$ cat config.mk
export PLATFORM = sky130hd
export DESIGN_NAME = uart_rx
export DESIGN_NICKNAME = d
export VERILOG_FILES = /design/src/rtl/uart_rx.sv
export SDC_FILE = /design/constraint.sdc
export NUM_CORES = 1
export LEC_CHECK = 0
export CELL_PAD_IN_SITES_DETAIL_PLACEMENT = 2
export CELL_PAD_IN_SITES_GLOBAL_PLACEMENT = 2
export CORE_ASPECT_RATIO = 2
export CORE_MARGIN = 10
export CORE_UTILIZATION = 40
export CTS_BUF_LIST = sky130_fd_sc_hd__clkbuf_2
export DETAILED_ROUTE_END_ITERATION = 8
export PLACE_DENSITY_LB_ADDON = 0.1
export SYNTH_ARGS = -nofsm -noshare
export SYNTH_HDL_FRONTEND = slang
export SYNTH_SLANG_ARGS = --single-unit
$ cat constraint.sdc
create_clock -name clk -period 3 [get_ports clk]
set_input_delay 0.45 -clock clk [delete_from_list [all_inputs] [get_ports clk]]
set_output_delay 0.45 -clock clk [all_outputs]
set_load 0.005 [all_outputs]
$ cat src/rtl/uart_rx.sv
// UART receiver: 1 start bit, DATA_BITS data bits LSB first, 1 stop bit, no parity.
// Mid-bit sampling of a 2-flop synchronised line, valid/read handshake with sticky overrun.
module uart_rx #(
  parameter int DATA_BITS = 8,
  parameter int BAUD      = 9600,
  parameter int SYS_CLK   = 12000000
) (
  input  logic                 clk,
  input  logic                 rst_n,
  input  logic                 enable,
  input  logic                 rx_wire,
  input  logic                 rx_read,
  output logic [DATA_BITS-1:0] rx_output,
  output logic                 valid,
  output logic                 framing_error,
  output logic                 overrun,
  output logic                 busy
);

  localparam int CLKS_PER_BIT = SYS_CLK / BAUD;
  localparam int HALF_BIT     = CLKS_PER_BIT / 2 - 1;
  localparam int CNT_W        = (CLKS_PER_BIT > 1) ? $clog2(CLKS_PER_BIT) : 1;
  localparam int IDX_W        = (DATA_BITS > 1) ? $clog2(DATA_BITS) : 1;

  typedef enum logic [1:0] {
    ST_IDLE  = 2'd0,
    ST_START = 2'd1,
    ST_DATA  = 2'd2,
    ST_STOP  = 2'd3
  } state_t;

  state_t               state_r, state_nxt_s;
  logic [1:0]           sync_r;
  logic                 rx_s, rx_prev_r, fall_s;
  logic [CNT_W-1:0]     cnt_r, cnt_nxt_s;
  logic [IDX_W-1:0]     bit_idx_r, bit_idx_nxt_s;
  logic [DATA_BITS-1:0] shift_r, shift_nxt_s;
  logic                 good_stop_s, bad_stop_s;

  assign rx_s   = sync_r[1];
  assign fall_s = rx_prev_r & ~rx_s;

  // Synchroniser and edge-detect history; idle line is high
  always_ff @(posedge clk or negedge rst_n) begin
    if (!rst_n) begin
      sync_r    <= 2'b11;
      rx_prev_r <= 1'b1;
    end else begin
      sync_r    <= {sync_r[0], rx_wire};
      rx_prev_r <= rx_s;
    end
  end

  // FSM, baud counter, bit index and shift register state
  always_ff @(posedge clk or negedge rst_n) begin
    if (!rst_n) begin
      state_r   <= ST_IDLE;
      cnt_r     <= '0;
      bit_idx_r <= '0;
      shift_r   <= '0;
    end else begin
      state_r   <= state_nxt_s;
      cnt_r     <= cnt_nxt_s;
      bit_idx_r <= bit_idx_nxt_s;
      shift_r   <= shift_nxt_s;
    end
  end

  // Next-state logic and stop-bit decision
  always_comb begin
    state_nxt_s   = state_r;
    cnt_nxt_s     = cnt_r + CNT_W'(1);
    bit_idx_nxt_s = bit_idx_r;
    shift_nxt_s   = shift_r;
    good_stop_s   = 1'b0;
    bad_stop_s    = 1'b0;
    case (state_r)
      ST_IDLE: begin
        cnt_nxt_s     = '0;
        bit_idx_nxt_s = '0;
        if (enable && fall_s) begin
          state_nxt_s = ST_START;
        end else begin
          state_nxt_s = ST_IDLE;
        end
      end
      ST_START: begin
        if (cnt_r == CNT_W'(HALF_BIT)) begin
          cnt_nxt_s   = '0;
          state_nxt_s = rx_s ? ST_IDLE : ST_DATA;
        end else begin
          state_nxt_s = ST_START;
        end
      end
      ST_DATA: begin
        if (cnt_r == CNT_W'(CLKS_PER_BIT - 1)) begin
          cnt_nxt_s              = '0;
          shift_nxt_s[bit_idx_r] = rx_s;
          if (bit_idx_r == IDX_W'(DATA_BITS - 1)) begin
            bit_idx_nxt_s = '0;
            state_nxt_s   = ST_STOP;
          end else begin
            bit_idx_nxt_s = bit_idx_r + IDX_W'(1);
          end
        end else begin
          state_nxt_s = ST_DATA;
        end
      end
      ST_STOP: begin
        if (cnt_r == CNT_W'(CLKS_PER_BIT - 1)) begin
          cnt_nxt_s   = '0;
          state_nxt_s = ST_IDLE;
          good_stop_s = rx_s;
          bad_stop_s  = ~rx_s;
        end else begin
          state_nxt_s = ST_STOP;
        end
      end
      default: begin
        state_nxt_s = ST_IDLE;
        cnt_nxt_s   = '0;
      end
    endcase
    // Disable overrides everything and throws away a partial frame
    if (!enable) begin
      state_nxt_s   = ST_IDLE;
      cnt_nxt_s     = '0;
      bit_idx_nxt_s = '0;
      good_stop_s   = 1'b0;
      bad_stop_s    = 1'b0;
    end else begin
      bit_idx_nxt_s = bit_idx_nxt_s;
    end
  end

  // Registered outputs and handshake; a read coinciding with a load clears overrun
  always_ff @(posedge clk or negedge rst_n) begin
    if (!rst_n) begin
      rx_output     <= '0;
      valid         <= 1'b0;
      framing_error <= 1'b0;
      overrun       <= 1'b0;
      busy          <= 1'b0;
    end else begin
      framing_error <= bad_stop_s;
      busy          <= (state_nxt_s != ST_IDLE);
      if (good_stop_s) begin
        rx_output <= shift_r;
        valid     <= 1'b1;
        overrun   <= rx_read ? 1'b0 : (overrun | valid);
      end else if (rx_read) begin
        valid   <= 1'b0;
        overrun <= 1'b0;
      end
    end
  end

endmodule

# After elaboration in Yosys (flattened, before gate mapping)
# Cells that the tools add are included.
# W data, S select, Z words.
[word_totals] reg_bits=39 input_bits=5 output_inout_bits=12 elab_cells=63
[op_classes] add_sub_neg=2 order_cmp=2 n_eq_ne=8 mux=29 bitwise=3 n_reduce_logical=8
[ops] operator="$mux W11" n=3
[ops] operator="$pmux W11 S3" n=1
[ops] operator="$mux W1" n=12
[ops] operator="$mux W2" n=6
[ops] operator="$add A11 B1 Y11 const B" n=1
[ops] operator="$eq A11 B10 Y1 const B" n=1
[ops] operator="$eq A11 B11 Y1 const B" n=1
[ops] operator="$mux W3" n=3
[ops] operator="$bwmux W8" n=1
[ops] operator="$pmux W2 S4" n=1
[ops] operator="$pmux W3 S2" n=1
[ops] operator="$eq A2 B2 Y1 const B" n=2
[ops] operator="$lt A3 B4 Y1 const B" n=1
[ops] operator="$reduce_and A2 Y1" n=2
[ops] operator="$reduce_bool A2 Y1" n=2
[ops] operator="$add A3 B1 Y3 const B" n=1
[ops] operator="$demux W1 S3" n=1
[ops] operator="$eq A3 B3 Y1 const B" n=1
[ops] operator="$ge A3 B1 Y1 const B" n=1
[ops] operator="$ne A3 B1 Y1 const B" n=1
[ops] operator="$ne A3 B3 Y1 const B" n=1
[ops] operator="$eq A2 B1 Y1 const B" n=1
[ops] operator="$logic_and A1 B1 Y1" n=2
[ops] operator="$logic_not A2 Y1" n=1
[ops] operator="other kinds (4)" n=4

# Depth between registers and ports, before layout
[depth] depth_word=7 depth_mapped=7 mapped_depth_nobuf=6

# Worst setup path before layout
# OpenSTA, ideal clock, no wires.
[synth_path] kind="register to register" from="register cnt_r[2]" to="register shift_r[5]" setup_time_ns=0.128 arrival_ns=2.011 required_ns=2.872 path_slack_ns=0.861 stages_incl_launch_ff=7 n_path_buf=2 period_less_slack_ns=2.139 path_cell_list="dfrtp_1 -> or3_1 -> buf_6 -> or3_4 -> buf_6 -> nor4_2 -> mux2_1"
[synth_between] elab_chain_cells=2
[synth_rtl] element="start, declared" line="35" rtl="logic [CNT_W-1:0] cnt_r, cnt_nxt_s;"
[synth_rtl] element="start signal, assigned" line="63" rtl="cnt_r <= cnt_nxt_s;"
[synth_rtl] element="$eq A11 B11 Y1" line="96" rtl="if (cnt_r == CNT_W'(CLKS_PER_BIT - 1)) begin"
[synth_rtl] element="$reduce_and A2 Y1 (no source line)"
[synth_rtl] element="end signal, assigned" line="65" rtl="shift_r <= shift_nxt_s;"
[synth_rtl] element="end, declared" line="37" rtl="logic [DATA_BITS-1:0] shift_r, shift_nxt_s;"
# No other way between the ends.
# A chain may end at the register's enable or synchronous reset.

# Worst setup path after layout
[layout_path] from="register cnt_r[2]" to="register cnt_r[5]"
[layout_between] elab_chain_cells=4 word_cells_on_any_way=7 classes_between="1 x add/sub; 2 x eq/ne; 4 x mux"
[layout_rtl] element="$add A11 B1 Y11 (tied with other cells)" line="72" rtl="cnt_nxt_s = cnt_r + CNT_W'(1);"
[layout_rtl] element="$mux W11 (on tied branches)" line="96, 110, 88"
[layout_rtl] element="$pmux W11 S3 (*)" line="77" rtl="case (state_r)"
[layout_rtl] element="$mux W11 (*)" line="125" rtl="if (!enable) begin"
[layout_rtl] element="named net cnt_nxt_s[5]" line="35"
# Mark *: on every way through the listed nets, which the timed path passes. The rest lies on a longest branch.

==> impl_metrics.ini <==
[layout]
antennaDiodeCount = 0
drive_gt1_share_pct = 18.6
finalNonFillerCells = 232
fillCellCount = 484
fin_nets = 186
multi_input_area_sq_um = 800
seqCellArea_sq_um = 980
syn2layout_area_growth_pct = 13.4

[floorplan]
start_util_pct = 40.7
core_sq_um = 4550
die_w_um = 68.1
die-height_um = 116
num_rows = 35
pin_count = 17
die-area_sq_um = 7920

[critical_path]
crit_family = simple AND/OR/NAND/NOR gates
slowest_stage = nor4_1
worstPathCellList = or3_1 -> nor4_1 -> o32a_1 -> nor2_1
cp_max_fo = 11
crit_path_max_incr_delay_ns = 0.57
worstSetupPathType = register to register
required_ns = 3.27
crit_arrival_ns = 2.59
worstSetupEndpointType = register
startpoint_type = register
path_buf_inv = 0

[placement]
gp_congestion = 0.756
dp_hpwl_um = 3210
dp_cells = 224
io_buffers = 16

[synth]
ys_seq_area_share_pct = 52.9
syn-cell-area_sq_um = 1850
ys.flop_type = dfrtp_1
syn-num-nets = 168
synth_edf_count = 0
synthArstFlopShare_pct = 100
synth.top_cell.area_share_pct = 48.6
synth.largest_area_cell = dfrtp_1
ys_types = 41
yosys.cell_count.top_type = dfrtp_1
ys_top_cells_by_area = dfrtp_1, mux2_2, dfstp_2, nor2_1, ha_1
synthCells = 158
ys_seq_elements = 39
avgSynthCellArea_sq_um = 11.7
synthTopCellsByCount = dfrtp_1, nor2_1, mux2_2, nand2_1, nand3_1
yosys_warnings = 0

[routing]
drt-initial-drc-count = 19
dr.pass1.iters = 3
drcViolationCount = 0
vias_per_cell = 5.42
routed_wl_um = 4250
vias = 1258
wl_per_cell_um = 18.3
antenna_left = 0

[clock_tree]
clk_latency_ns = 0.39
cts_hold_buffers = 0
h-tree-depth = 2
postCtsResizedCells = 0
cts_tree = built
post-cts-setup-buffers = 0
cts_buffers = 5
cts.path.max_buffers = 2
cts.sinks = 39
cts_root_buf = clkbuf_2
path_clk_slew_ns = 0.21

[timing]
tightest_slew_ns = 0.894
fin_crit_ns = 2.33
hold_viol = 0
max_slew_margin_pct = 40.4
setup_viol_count_final = 0
setup_tns_ns = 0
timing.final.crit_share_pct = 77.6
finalMaxSlewViolations = 0
fmax_mhz = 430
rsz0062_at_grt = no
skew_ns = 0.0228

[pwr]
p_per_area_nw_per_um2 = 419
p_leak_nw = 0.875
max-vdd-ir-drop_v = 0.000214
p_total_w = 0.000881

[job]
maxCapViolCount = 0

[grt]
antenna_found_initial = 0
overflow = 0
grt_util_all_layers_pct = 12.0
grt_pass1_vias = 1445
grt_max_degree = 40
grt_pass1_wl_um = 7250

[run_status]
status = complete, no violations

[min_path]
hold_class = input port to async pin
==> flip-flops by register name, indices dropped and copies added (netlist names) <==
name,count
bit_idx_r,3
rx_prev_r,1
rx_output,8
busy,1
cnt_r,11
shift_r,8
sync_r,2
framing_error,1
overrun,1
state_r,2
valid,1
==> cell usage in the layout (no fill, tap or decap), types with 4 or more instances in the layout <==
cell type	n
clkbuf_2	5
clkdlybuf4s50_1	15
dfrtp_1	36
ha_1	5
inv_1	5
mux2_2	13
nand2_1	9
nand3_1	8
nor2_1	19
nor3_1	4
xnor2_1	7
==> per-stage QoR <==
stage	cell area, sq um	setup WS, ns	utilization (%)	hold slack, ns
after floorplan	1850	0.861	-	0.154
after global placement	2040	0.703	44.7	0.347
after detailed placement	2040	0.622	44.7	0.350
after CTS	2100	0.621	46.1	0.160
after global routing	2100	0.433	46.1	0.172
final	2100	0.673	46.1	0.148
==> layer usage <==
metal	share of wire (%)	GRT usage [%]	wire, um
met1	37	12.3	1560
met2	58	22.2	2470
met3	2.8	2.02	120
met4	2.3	5.80	97
met5	0	0	0
==> report_power, final <==
| part | internal, W | switching [W] |
|---|---|---|
| Clock | 0.000137 | 0.000171 |
| Combinational | 0.0000111 | 0.0000232 |
| Sequential | 0.000532 | 0.00000546 |
==> cells by family (layout without fill, tap and decap cells) <==
kind of cell    Yosys count  after routing  share of synthesized area, %
compound gates           13             13                          5.13
xor+xnor                  9              9                          4.25
simple gates             64             64                          20.7
fa+ha+maj                 5              5                          3.38
buf+inv                  12             31                          3.98
mux                      16             16                          9.72
flops                    39             39                          52.9
==> layout make-up <==
| cell class | instances | area share [%] |
|---|---|---|
| flip-flops and latches | 39 | 46.6 |
| multi-input cells | 107 | 38.1 |
| repair buffers | 18 | 8.10 |
| well taps | 55 | 3.28 |
| clock inverters | 3 | 1.85 |
| clock buffers | 5 | 1.19 |
| inverters | 5 | 0.893 |
==> final timing paths <==
| path | startpoint | endpoint | cells after the start | slack, ns |
|---|---|---|---|---|
| min in group clk | sync_r[0] | sync_r[1] | 0 | 0.37 |
| max in group asynchronous | rst_n | cnt_r[7] | 1 | 2.28 |
| worst max-delay path | cnt_r[2] | cnt_r[5] | 4 | 0.67 |
| worst min register to register | sync_r[0] | sync_r[1] | 0 | 0.37 |
| worst max register to register | cnt_r[2] | cnt_r[5] | 4 | 0.67 |
| worst min-delay path | rst_n | rx_output[1] | 1 | 0.15 |
(Power assumes the default switching activity.)
